## src/rtl/integration_file_mc.sv

```systemverilog
// integration_file_mc: multi-channel Avalon-MM integrator with saturating/wrapping accumulators,
// per-channel write counters, sticky overflow status, bulk clear and a sat/wrap control bit.
module integration_file_mc #(
  parameter int N = 32,
  parameter int CH = 4,
  parameter bit SAT_DEFAULT = 1'b1
) (
  input  logic         csi_clk,
  input  logic         rsi_srst,
  input  logic [7:0]   avs_s0_address,
  input  logic         avs_s0_write,
  input  logic [N-1:0] avs_s0_writedata,
  input  logic         avs_s0_read,
  output logic [N-1:0] avs_s0_readdata
);
  localparam logic [6:0] CHW = 7'(CH);
  logic          w_in_range, w_is_acc, w_is_cnt, w_wr_stat, w_wr_clr, w_wr_ctrl;
  logic [N-1:0]  w_acc [CH];
  logic [N-1:0]  w_cnt [CH];
  logic [CH-1:0] w_status;
  logic [N-1:0]  w_rmux;
  logic          r_sat;
  logic [N-1:0]  r_rdata;
  assign w_in_range = {1'b0, avs_s0_address[5:0]} < CHW;
  assign w_is_acc   = avs_s0_address[7:6] == 2'b00 && w_in_range;
  assign w_is_cnt   = avs_s0_address[7:6] == 2'b10 && w_in_range;
  assign w_wr_stat  = avs_s0_write && avs_s0_address == 8'h40;
  assign w_wr_clr   = avs_s0_write && avs_s0_address == 8'h41;
  assign w_wr_ctrl  = avs_s0_write && avs_s0_address == 8'h42;
  for (genvar c = 0; c < CH; c++) begin : g_ch
    logic [N-1:0] r_acc, r_cnt;
    logic         r_st, w_wr, w_bit;
    logic [N:0]   w_sum;
    if (c < N) begin : g_b
      assign w_bit = avs_s0_writedata[c];
    end else begin : g_z
      assign w_bit = 1'b0;
    end
    assign w_wr  = avs_s0_write && w_is_acc && avs_s0_address[5:0] == 6'(c);
    assign w_sum = {1'b0, r_acc} + {1'b0, avs_s0_writedata};
    // overflow set is ordered ahead of write-1-to-clear so set wins
    always_ff @(posedge csi_clk) begin
      if (rsi_srst || (w_wr_clr && w_bit)) begin
        r_acc <= '0;
        r_cnt <= '0;
        r_st  <= 1'b0;
      end else begin
        if (w_wr) begin
          r_acc <= (w_sum[N] && r_sat) ? '1 : w_sum[N-1:0];
          r_cnt <= r_cnt + {{(N-1){1'b0}}, ~&r_cnt};
        end
        r_st <= (w_wr && w_sum[N]) || (r_st && !(w_wr_stat && w_bit));
      end
    end
    assign w_acc[c]    = r_acc;
    assign w_cnt[c]    = r_cnt;
    assign w_status[c] = r_st;
  end
  always_comb begin
    w_rmux = '0;
    for (int c = 0; c < CH; c++) begin
      if (w_is_acc && avs_s0_address[5:0] == 6'(c)) w_rmux = w_acc[c];
      if (w_is_cnt && avs_s0_address[5:0] == 6'(c)) w_rmux = w_cnt[c];
    end
    if (avs_s0_address == 8'h40) w_rmux = N'(w_status);
    if (avs_s0_address == 8'h42) w_rmux = N'(r_sat);
  end
  always_ff @(posedge csi_clk) begin
    if (rsi_srst) begin
      r_sat   <= SAT_DEFAULT;
      r_rdata <= '0;
    end else begin
      if (w_wr_ctrl) r_sat <= avs_s0_writedata[0];
      if (avs_s0_read) r_rdata <= w_rmux;
    end
  end
  assign avs_s0_readdata = r_rdata;
endmodule

```

## config.mk

```make
export PLATFORM = sky130hd
export DESIGN_NAME = integration_file_mc
export DESIGN_NICKNAME = d
export VERILOG_FILES = /design/src/rtl/integration_file_mc.sv
export SDC_FILE = /design/constraint.sdc
export NUM_CORES = 1
export LEC_CHECK = 0
export CORE_ASPECT_RATIO = 0.6
export CORE_MARGIN = 2
export CORE_UTILIZATION = 41
export DETAILED_ROUTE_END_ITERATION = 8
export PLACE_DENSITY = 0.62
export REMOVE_ABC_BUFFERS = 1
export SLEW_MARGIN = 15
export SYNTH_ARGS = -nofsm -noshare
export SYNTH_HDL_FRONTEND = slang
export SYNTH_SLANG_ARGS = --single-unit
```

## constraint.sdc

```tcl
create_clock -name csi_clk -period 6 [get_ports csi_clk]
set_input_delay 1.2 -clock csi_clk [delete_from_list [all_inputs] [get_ports csi_clk]]
set_output_delay 1.2 -clock csi_clk [all_outputs]
set_load 0.01 [all_outputs]
```

Yosys cells after proc, flatten, opt, wreduce, memory -nomap -nowiden. Index checks and enable logic that the tools add are counted.

Register bits: 293. Input port bits: 44. Output and inout bits: 32. Word-level logic and storage cells: 104.

$add $sub $neg: 8. Order comparisons: 1. Equal/unequal tests: 7. Multiplexer cells: 14. Reductions and logical operators: 60.

Operator list (count): $mux 32 (14); $add 32x32->33 (4); $add 32x1->32 (4); $reduce_and 32->1 (4); $logic_and 1x1->1 (38); $eq 8x7->1 const B (3); $eq 6x2->1 const B (2); $logic_not 1->1 (8); $logic_or 1x1->1 (8); $eq 6x1->1 const B (1); $logic_not 6->1 (1); $lt 6x3->1 const B (1); $eq 2x2->1 const B (1); $logic_not 2->1 (1).

Depth between registers and ports, before layout. Gate-level depths: netlist of the first run.

Depth in word-level cells: 13. Gate-level depth with buffers: 15. Gate-level depth less buffers: 15.

Worst setup path after synthesis of the first run. No wires, ideal clock.

Path type: input to register. From: input port avs_s0_writedata[0]. To: register g_ch[3].r_acc[30]. Library setup time: 120 ps. Arrival time: 3612 ps. Path slack: 2268 ps. Stages: 12. Cells stage by stage: ha_1 fa_1 a211oi_1 nor4_1 or2_0 o21ai_0 o21ai_1 a31o_2 a21o_1 a21oi_2 buf_2 a21oi_1.

Word-level cells in the longest chain between the ends: 3.

RTL lines: from (decl) (RTL line 12) `input logic [N-1:0] avs_s0_writedata,`; $add 32x32->33 (*) (RTL line 40) `assign w_sum = {1'b0, r_acc} + {1'b0, avs_s0_writedata};`; $logic_and 1x1->1 (RTL line 49) `r_acc <= (w_sum[N] && r_sat) ? '1 : w_sum[N-1:0];`; $mux 32 (*) (RTL line 49); to (signal assigned) (RTL line 49); to (decl) (RTL line 31) `logic [N-1:0] r_acc, r_cnt;`.

Mark *: on every way between the ends. The rest lies on a longest branch, timed or not. A chain may end at the register's enable or synchronous reset.

Worst setup path after layout of the first run.
From: input port avs_s0_writedata[0]. To: register g_ch[1].r_acc[3].

Word-level cells in the longest chain between the ends: 3.

RTL lines (RTL line): $add 32x32->33 (*) (40); $logic_and 1x1->1 (49); $mux 32 (*) (49); to (signal assigned) (49); to (decl) (31).

Marked as above.

==> impl_metrics.yaml, run 1 <==
critical_path:
  r2r_cells: 12
  r2r-end: "g_ch[3].r_acc[0]"
  crit_path_start: "avs_s0_writedata[0]"
  rr_startpoint: "g_ch[3].r_acc[0]"
  cp-end-kind: "register"
  cp.required_ns: 6.44
  critPathKind: "input port to register"
  worstPathMaxFanout: 25
  critPathLaunchType: "input port"
  rrSetupSlack_ns: 2.12
  crit_arrival_ns: 5.19
global_routing:
  antenna_found_initial: 1
  grtUsageMet3: 0.0593
  gr-usage-met1: 0.419
  grt_max_degree: 38
  grt_overflow: 0
  use_met2: 0.365
  first_global_vias: 16400
  grt_pass1_wl_um: 99300
  track_usage: 0.267
  gr-max-usage-layer: "met1"
timing:
  fin_crit_ns: 4.75
  slew_headroom: 0.314
  finalCritPeriodShare: 0.791
  worstMarginPinSlew_ns: 1.03
  fin_tns_setup_ns: 0
  finalHoldViolCount: 0
  finalSetupViolCount: 0
  timing.final.ws_setup_ns: 1.25
  skew_ns: 0.0158
  max_freq_mhz: 211
  maxSlewViolCount: 0
  rsz0062_at_grt: "no"
clock_tree:
  cts_hold_buffers: 0
  numCtsBuffers: 30
  cts.reportedPaths.clkPinSlew_ns: 0.06
  clkSinkCount: 293
  h-tree-depth: 1
  cts_resized: 0
  cts_tree: "done"
  cts_max_path_buffers: 3
  clk_latency_ns: 0.59
  post_cts_buffers: 0
  cts-root-buf: "clkbuf_16"
placement:
  placed_cells: 2938
  post-dp-hpwl_um: 48300
  port_buffers: 75
  gp_routability_congestion: 0.960
  pre_cts_ws_ns: 0.760
routing:
  drtPass1Iterations: 6
  drt-vias-per-instance: 6.06
  wirelength_um: 64500
  ant_nets: 0
  vias: 18200
  drc: 0
  drt_iter0_markers: 2142
  routedWlPerCell_um: 21.5
min_path:
  hp-class: "register to register"
  min_to: "avs_s0_readdata[15]"
  holdCritStartpoint: "avs_s0_readdata[15]"
  worstHoldPathCells: 2
synthesis:
  avgSynthCellArea_um2: 8.01
  synth_area_um2: 18700
  netlist_instances: 2328
  ys_seq_area_frac: 0.314
  synth-edff-count: 0
  ys_async_sr_fraction: 0
  synthFlopType: "dfxtp_1"
  synth_cell_types: 86
  yosysWarnings: 0
  ys_seq_elements: 293
die:
  core_um2: 44900
  rows: 60
  die_area_um2: 47300
  io_pins: 76
  die_y_um: 169
  initial_core_util: 0.416
  fp.dieW_um: 279
finish:
  multi_input_area_um2: 12300
  syn2layout_area_growth_pct: 13.9
  instances_no_fill: 2994
  layout_common_cells: "307 x a21oi_1, 293 x dfxtp_1, 237 x o21ai_0"
  nets: 2565
  n_fill_cell: 4384
  final_common_cell: "a21oi_1"
  drive_gt1_frac: 0.0599
  seq_area_um2: 5870
power_and_ir_drop:
  power.total_mw: 4.41
  vdd_drop_max_mv: 0.245
  leakagePower_nw: 8.31
  power.density_nw_per_um2: 208
job:
  drv_cap: 0
run_status:
  outcome: "complete, no violations"
## state kept, by name (all words and copies together) (netlist names)
| register | count |
|---|---|
| g_ch.r_st | 4 |
| r_sat | 1 |
| g_ch.r_cnt | 128 |
| g_ch.r_acc | 128 |
| avs_s0_readdata | 32 |
## cell families (layout without fill, tap and decap cells)
logic type / count (synthesis) / count (layout) / synth area share
xor+xnor: 218 / 218 / 0.102
buf+inv: 136 / 212 / 0.0294
fa+ha+maj: 140 / 140 / 0.0955
other cells: 0 / 1 / 0
simple gates: 672 / 672 / 0.174
flops: 293 / 293 / 0.314
compound gates: 865 / 865 / 0.282
mux: 4 / 4 / 0.00215
## worst max-delay path, cell delays in order
cell and delay, ns:
clkdlybuf4s50_1 0.44, buf_4 0.20, ha_1 0.25, fa_1 0.42, a21oi_1 0.18, o21ai_0 0.18, o22a_1 0.32, a31oi_2 0.42
o221ai_2 0.24, nor2_2 0.21, o21ai_2 0.13, a41oi_2 0.45, buf_4 0.40, a21oi_1 0.12
## how the worst max path moves through the flow
stage | depth (start not counted) | to | slack [ns]
finish | 14 | g_ch[1].r_acc[3] | 1.25
floorplan | 10 | g_ch[2].r_acc[0] | 1.64
global placement | 12 | g_ch[3].r_acc[1] | 0.78
CTS | 14 | g_ch[1].r_acc[3] | 1.36
detailed placement | 14 | g_ch[1].r_acc[10] | 0.76
global route | 14 | g_ch[1].r_acc[0] | 1.11
## Yosys cell counts (all sizes together), types with 4 or more instances
| library cell | number | area share |
|---|---|---|
| a21oi | 312 | 0.084 |
| dfxtp | 293 | 0.31 |
| nor2 | 245 | 0.050 |
| o21ai | 242 | 0.065 |
| nand2 | 155 | 0.031 |
| ha | 136 | 0.091 |
| xor2 | 121 | 0.057 |
| xnor2 | 97 | 0.046 |
| nand3 | 76 | 0.021 |
| clkbuf | 64 | 0.013 |
| a21o | 57 | 0.023 |
| inv | 44 | 0.0089 |
| a31oi | 43 | 0.015 |
| nand4 | 39 | 0.015 |
| a22oi | 38 | 0.015 |
| a221oi | 34 | 0.016 |
| nor3 | 33 | 0.011 |
| and3 | 32 | 0.011 |
| buf | 28 | 0.0076 |
| a22o | 24 | 0.011 |
| or3 | 23 | 0.0077 |
| o21bai | 19 | 0.0076 |
| nand2b | 17 | 0.0061 |
| a211oi | 13 | 0.0052 |
| and2 | 12 | 0.0042 |
| o21a | 11 | 0.0044 |
| and4 | 10 | 0.0047 |
| nor2b | 9 | 0.0030 |
| or2 | 9 | 0.0030 |
| a222oi | 8 | 0.0043 |
| o211ai | 8 | 0.0032 |
| a311oi | 7 | 0.0033 |
| a211o | 6 | 0.0028 |
| a41oi | 6 | 0.0032 |
| nor4 | 5 | 0.0033 |
| a221o | 4 | 0.0021 |
| fa | 4 | 0.0043 |
| mux2i | 4 | 0.0021 |
| o31ai | 4 | 0.0019 |
## layout make-up
cell class,count,area share
clock inverters,13,0.0107
repair buffers,113,0.0494
clock buffers,42,0.0418
well taps,589,0.0347
diodes,1,0.000118
inverters,44,0.00777
multi-input cells,1899,0.580
flip-flops and latches,293,0.276
## per-layer routing
layer	vias to the layer above	wire length [um]
met4	0	1420
met3	94	6890
met1	8550	31500
li1	8667	-
met5	-	0
met2	840	24600
## power by group
| group | internal (mW) | total [mW] | switching, mW |
|---|---|---|---|
| Combinational | 0.113 | 0.315 | 0.202 |
| Clock | 1.29 | 2.15 | 0.859 |
| Sequential | 1.95 | 1.95 | 0.00211 |
| Total | 3.35 | 4.41 | 1.06 |
## stage by stage
| stage | instance area [um^2] | utilization | hold slack (ns) |
|---|---|---|---|
| after CTS | 21200 | 0.473 | 0.493 |
| final | 21200 | 0.473 | 0.489 |
| after floorplan | 18300 | - | 0.444 |
| after global placement | 20100 | 0.448 | 0.469 |
| after global routing | 21200 | 0.473 | 0.512 |
| after detailed placement | 20100 | 0.448 | 0.477 |
Note: power is estimated with default switching activity, not from simulation.
==> run 2, diff against run 1 <==
--- a/config.mk
+++ b/config.mk
@@ -9,7 +9,7 @@
 export CORE_MARGIN = 2
 export CORE_UTILIZATION = 41
 export DETAILED_ROUTE_END_ITERATION = 8
-export PLACE_DENSITY = 0.62
+export PLACE_DENSITY = 0.64
 export REMOVE_ABC_BUFFERS = 1
 export SLEW_MARGIN = 15
 export SYNTH_ARGS = -nofsm -noshare
==> constraint.sdc (replaced) <==
create_clock -name csi_clk -period 3.9 [get_ports csi_clk]
set_input_delay 0.78 -clock csi_clk [delete_from_list [all_inputs] [get_ports csi_clk]]
set_output_delay 0.78 -clock csi_clk [all_outputs]
set_load 0.01 [all_outputs]
==> impl_metrics.yaml, run 2 (synthesized netlist as in run 1, its figures left out) <==
min_path:
  min_to: "avs_s0_readdata[28]"
  worstHoldPathCells: 2
  holdCritStartpoint: "avs_s0_readdata[28]"
  hp-class: "register to register"
clock_tree:
  numCtsBuffers: 30
  cts.reportedPaths.clkPinSlew_ns: 0.06
  h-tree-depth: 1
  cts_hold_buffers: 0
  cts-root-buf: "clkbuf_16"
  clkSinkCount: 293
  cts_tree: "done"
  post_cts_buffers: 0
  cts_max_path_buffers: 3
  clk_latency_ns: 0.59
critical_path:
  critPathLaunchType: "input port"
  crit_arrival_ns: 4.36
  r2r_cells: 14
  worstPathMaxFanout: 5
  crit_top_cell: "buf_4"
  critPathKind: "input port to register"
  cp.buffers_inverters: 5
  cp_top_family: "compound AO/OA/AOI/OAI gates"
  cp_slowest_cell: "o41ai_1"
  cp-end-kind: "register"
  rr_startpoint: "g_ch[3].r_cnt[3]"
  cp_num_cells: 15
  slowest_delay_ns: 0.44
  cp_cell_sequence: "clkdlybuf4s50_1, buf_4, buf_4, ha_1, a211oi_1, o21bai_1, o2111a_1, o21ai_1, buf_4, a31oi_1, o41ai_1, buf_4, a21oi_1, xnor2_1, a21oi_1"
  r2r-end: "g_ch[3].r_cnt[28]"
  cp.required_ns: 4.40
  rrSetupSlack_ns: 0.41
routing:
  wirelength_um: 66900
  drtPass1Iterations: 9
  drt-vias-per-instance: 6.05
  drt_iter0_markers: 2413
  drc: 0
  ant_nets: 0
  routedWlPerCell_um: 21.2
  vias: 19100
timing:
  max_freq_mhz: 259
  fin_crit_ns: 3.86
  finalSetupViolCount: 0
  slew_headroom: 0.385
  finalHoldViolCount: 0
  finalCritPeriodShare: 0.990
  skew_ns: 0.0184
  maxSlewViolCount: 0
  worstMarginPinSlew_ns: 0.922
  rsz0062_at_grt: "no"
  holdWs_ns: 0.491
global_routing:
  antenna_found_initial: 1
  first_global_vias: 17600
  track_usage: 0.276
  grt_pass1_wl_um: 103000
  grt_max_degree: 39
  grt_overflow: 0
run_status:
  outcome: "complete, no violations"
die:
  core_um2: 44900
  die_area_um2: 47300
  fp.dieW_um: 279
  rows: 60
  initial_core_util: 0.416
  io_pins: 76
  die_y_um: 169
placement:
  placed_cells: 3097
  port_buffers: 75
  gp_routability_congestion: 0.998
  post-dp-hpwl_um: 51400
finish:
  layout_common_cells: "307 x a21oi_1, 293 x dfxtp_1, 236 x o21ai_0"
  nets: 2724
  final_common_cell: "a21oi_1"
  instances_no_fill: 3148
  n_antenna_cell: 0
  drive_gt1_frac: 0.117
  syn2layout_area_growth_pct: 20.5
power_and_ir_drop:
  swShare: 0.243
  power_frac_comb: 0.082
  vdd_drop_max_mv: 0.291
  sequentialPowerShare: 0.450
  p_switching_mw: 1.62
  internal_power_mw: 5.04
  leakagePower_nw: 9.08
  power.density_nw_per_um2: 296
  power_frac_clock: 0.468
job:
  drv_cap: 0
## run 2: final cells by class
type	instances	area (um^2)
multi-input combinational	1899	12300
fill	4273	22400
inverter	44	165
clock inverter	10	158
timing repair buffer	272	2350
tap	589	737
sequential	293	5870
clock buffer	41	883
## run 2: per-stage QoR
stage	TNS (ns)	cell area [um^2]	total power [mW]	utilization	setup slack [ns]
global route	0	22500	6.85	0.501	0.0106
finish	0	22500	6.66	0.501	0.0402
floorplan	-0.489	18300	3.33	-	-0.0365
detailed placement	-30.78	21400	3.59	0.477	-0.473
CTS	0	22500	6.67	0.501	0.0792
global placement	-24.35	21400	3.59	0.477	-0.388
## run 2: worst max path at each step
stage,startpoint,end,slack (ns)
2_1_floorplan,avs_s0_writedata[0],g_ch[2].r_acc[0],-0.04
5_1_grt,avs_s0_writedata[1],g_ch[2].r_acc[31],0.01
6_report,avs_s0_writedata[1],g_ch[2].r_acc[31],0.04
4_1_cts,avs_s0_writedata[1],g_ch[2].r_acc[31],0.08
3_3_place_gp,avs_s0_writedata[1],g_ch[2].r_acc[31],-0.39
3_5_place_dp,avs_s0_writedata[1],g_ch[2].r_acc[31],-0.47
## run 2: worst min-delay path: cells and delay by family (launching register included)
family	cells	cell delay, ns
flops	1	0.33
simple gates	1	0.07
compound gates	1	0.06
## run 2: routing by layer
metal  part of all wire  routed length (um)  global-route usage
met5            0.00033                  22                   0
met4              0.027                1830              0.0721
met3               0.11                7100              0.0651
met2               0.38               25200               0.373
met1               0.49               32700               0.428
## run 2: power by group through the flow
stage / Clock [mW] / Sequential, mW / Combinational [mW]
2_1_floorplan: 0 / 3.07 / 0.268
3_3_place_gp: 0 / 3.07 / 0.519
3_5_place_dp: 0 / 3.07 / 0.527
4_1_cts: 3.14 / 3.00 / 0.531
5_1_grt: 3.26 / 3.00 / 0.586
6_report: 3.12 / 3.00 / 0.544
## run 2: repair_timing
item                                    CTS  global route
gates resized for setup                   0             1
endpoints found under the setup margin    0             3
endpoints found under the hold margin     0             0
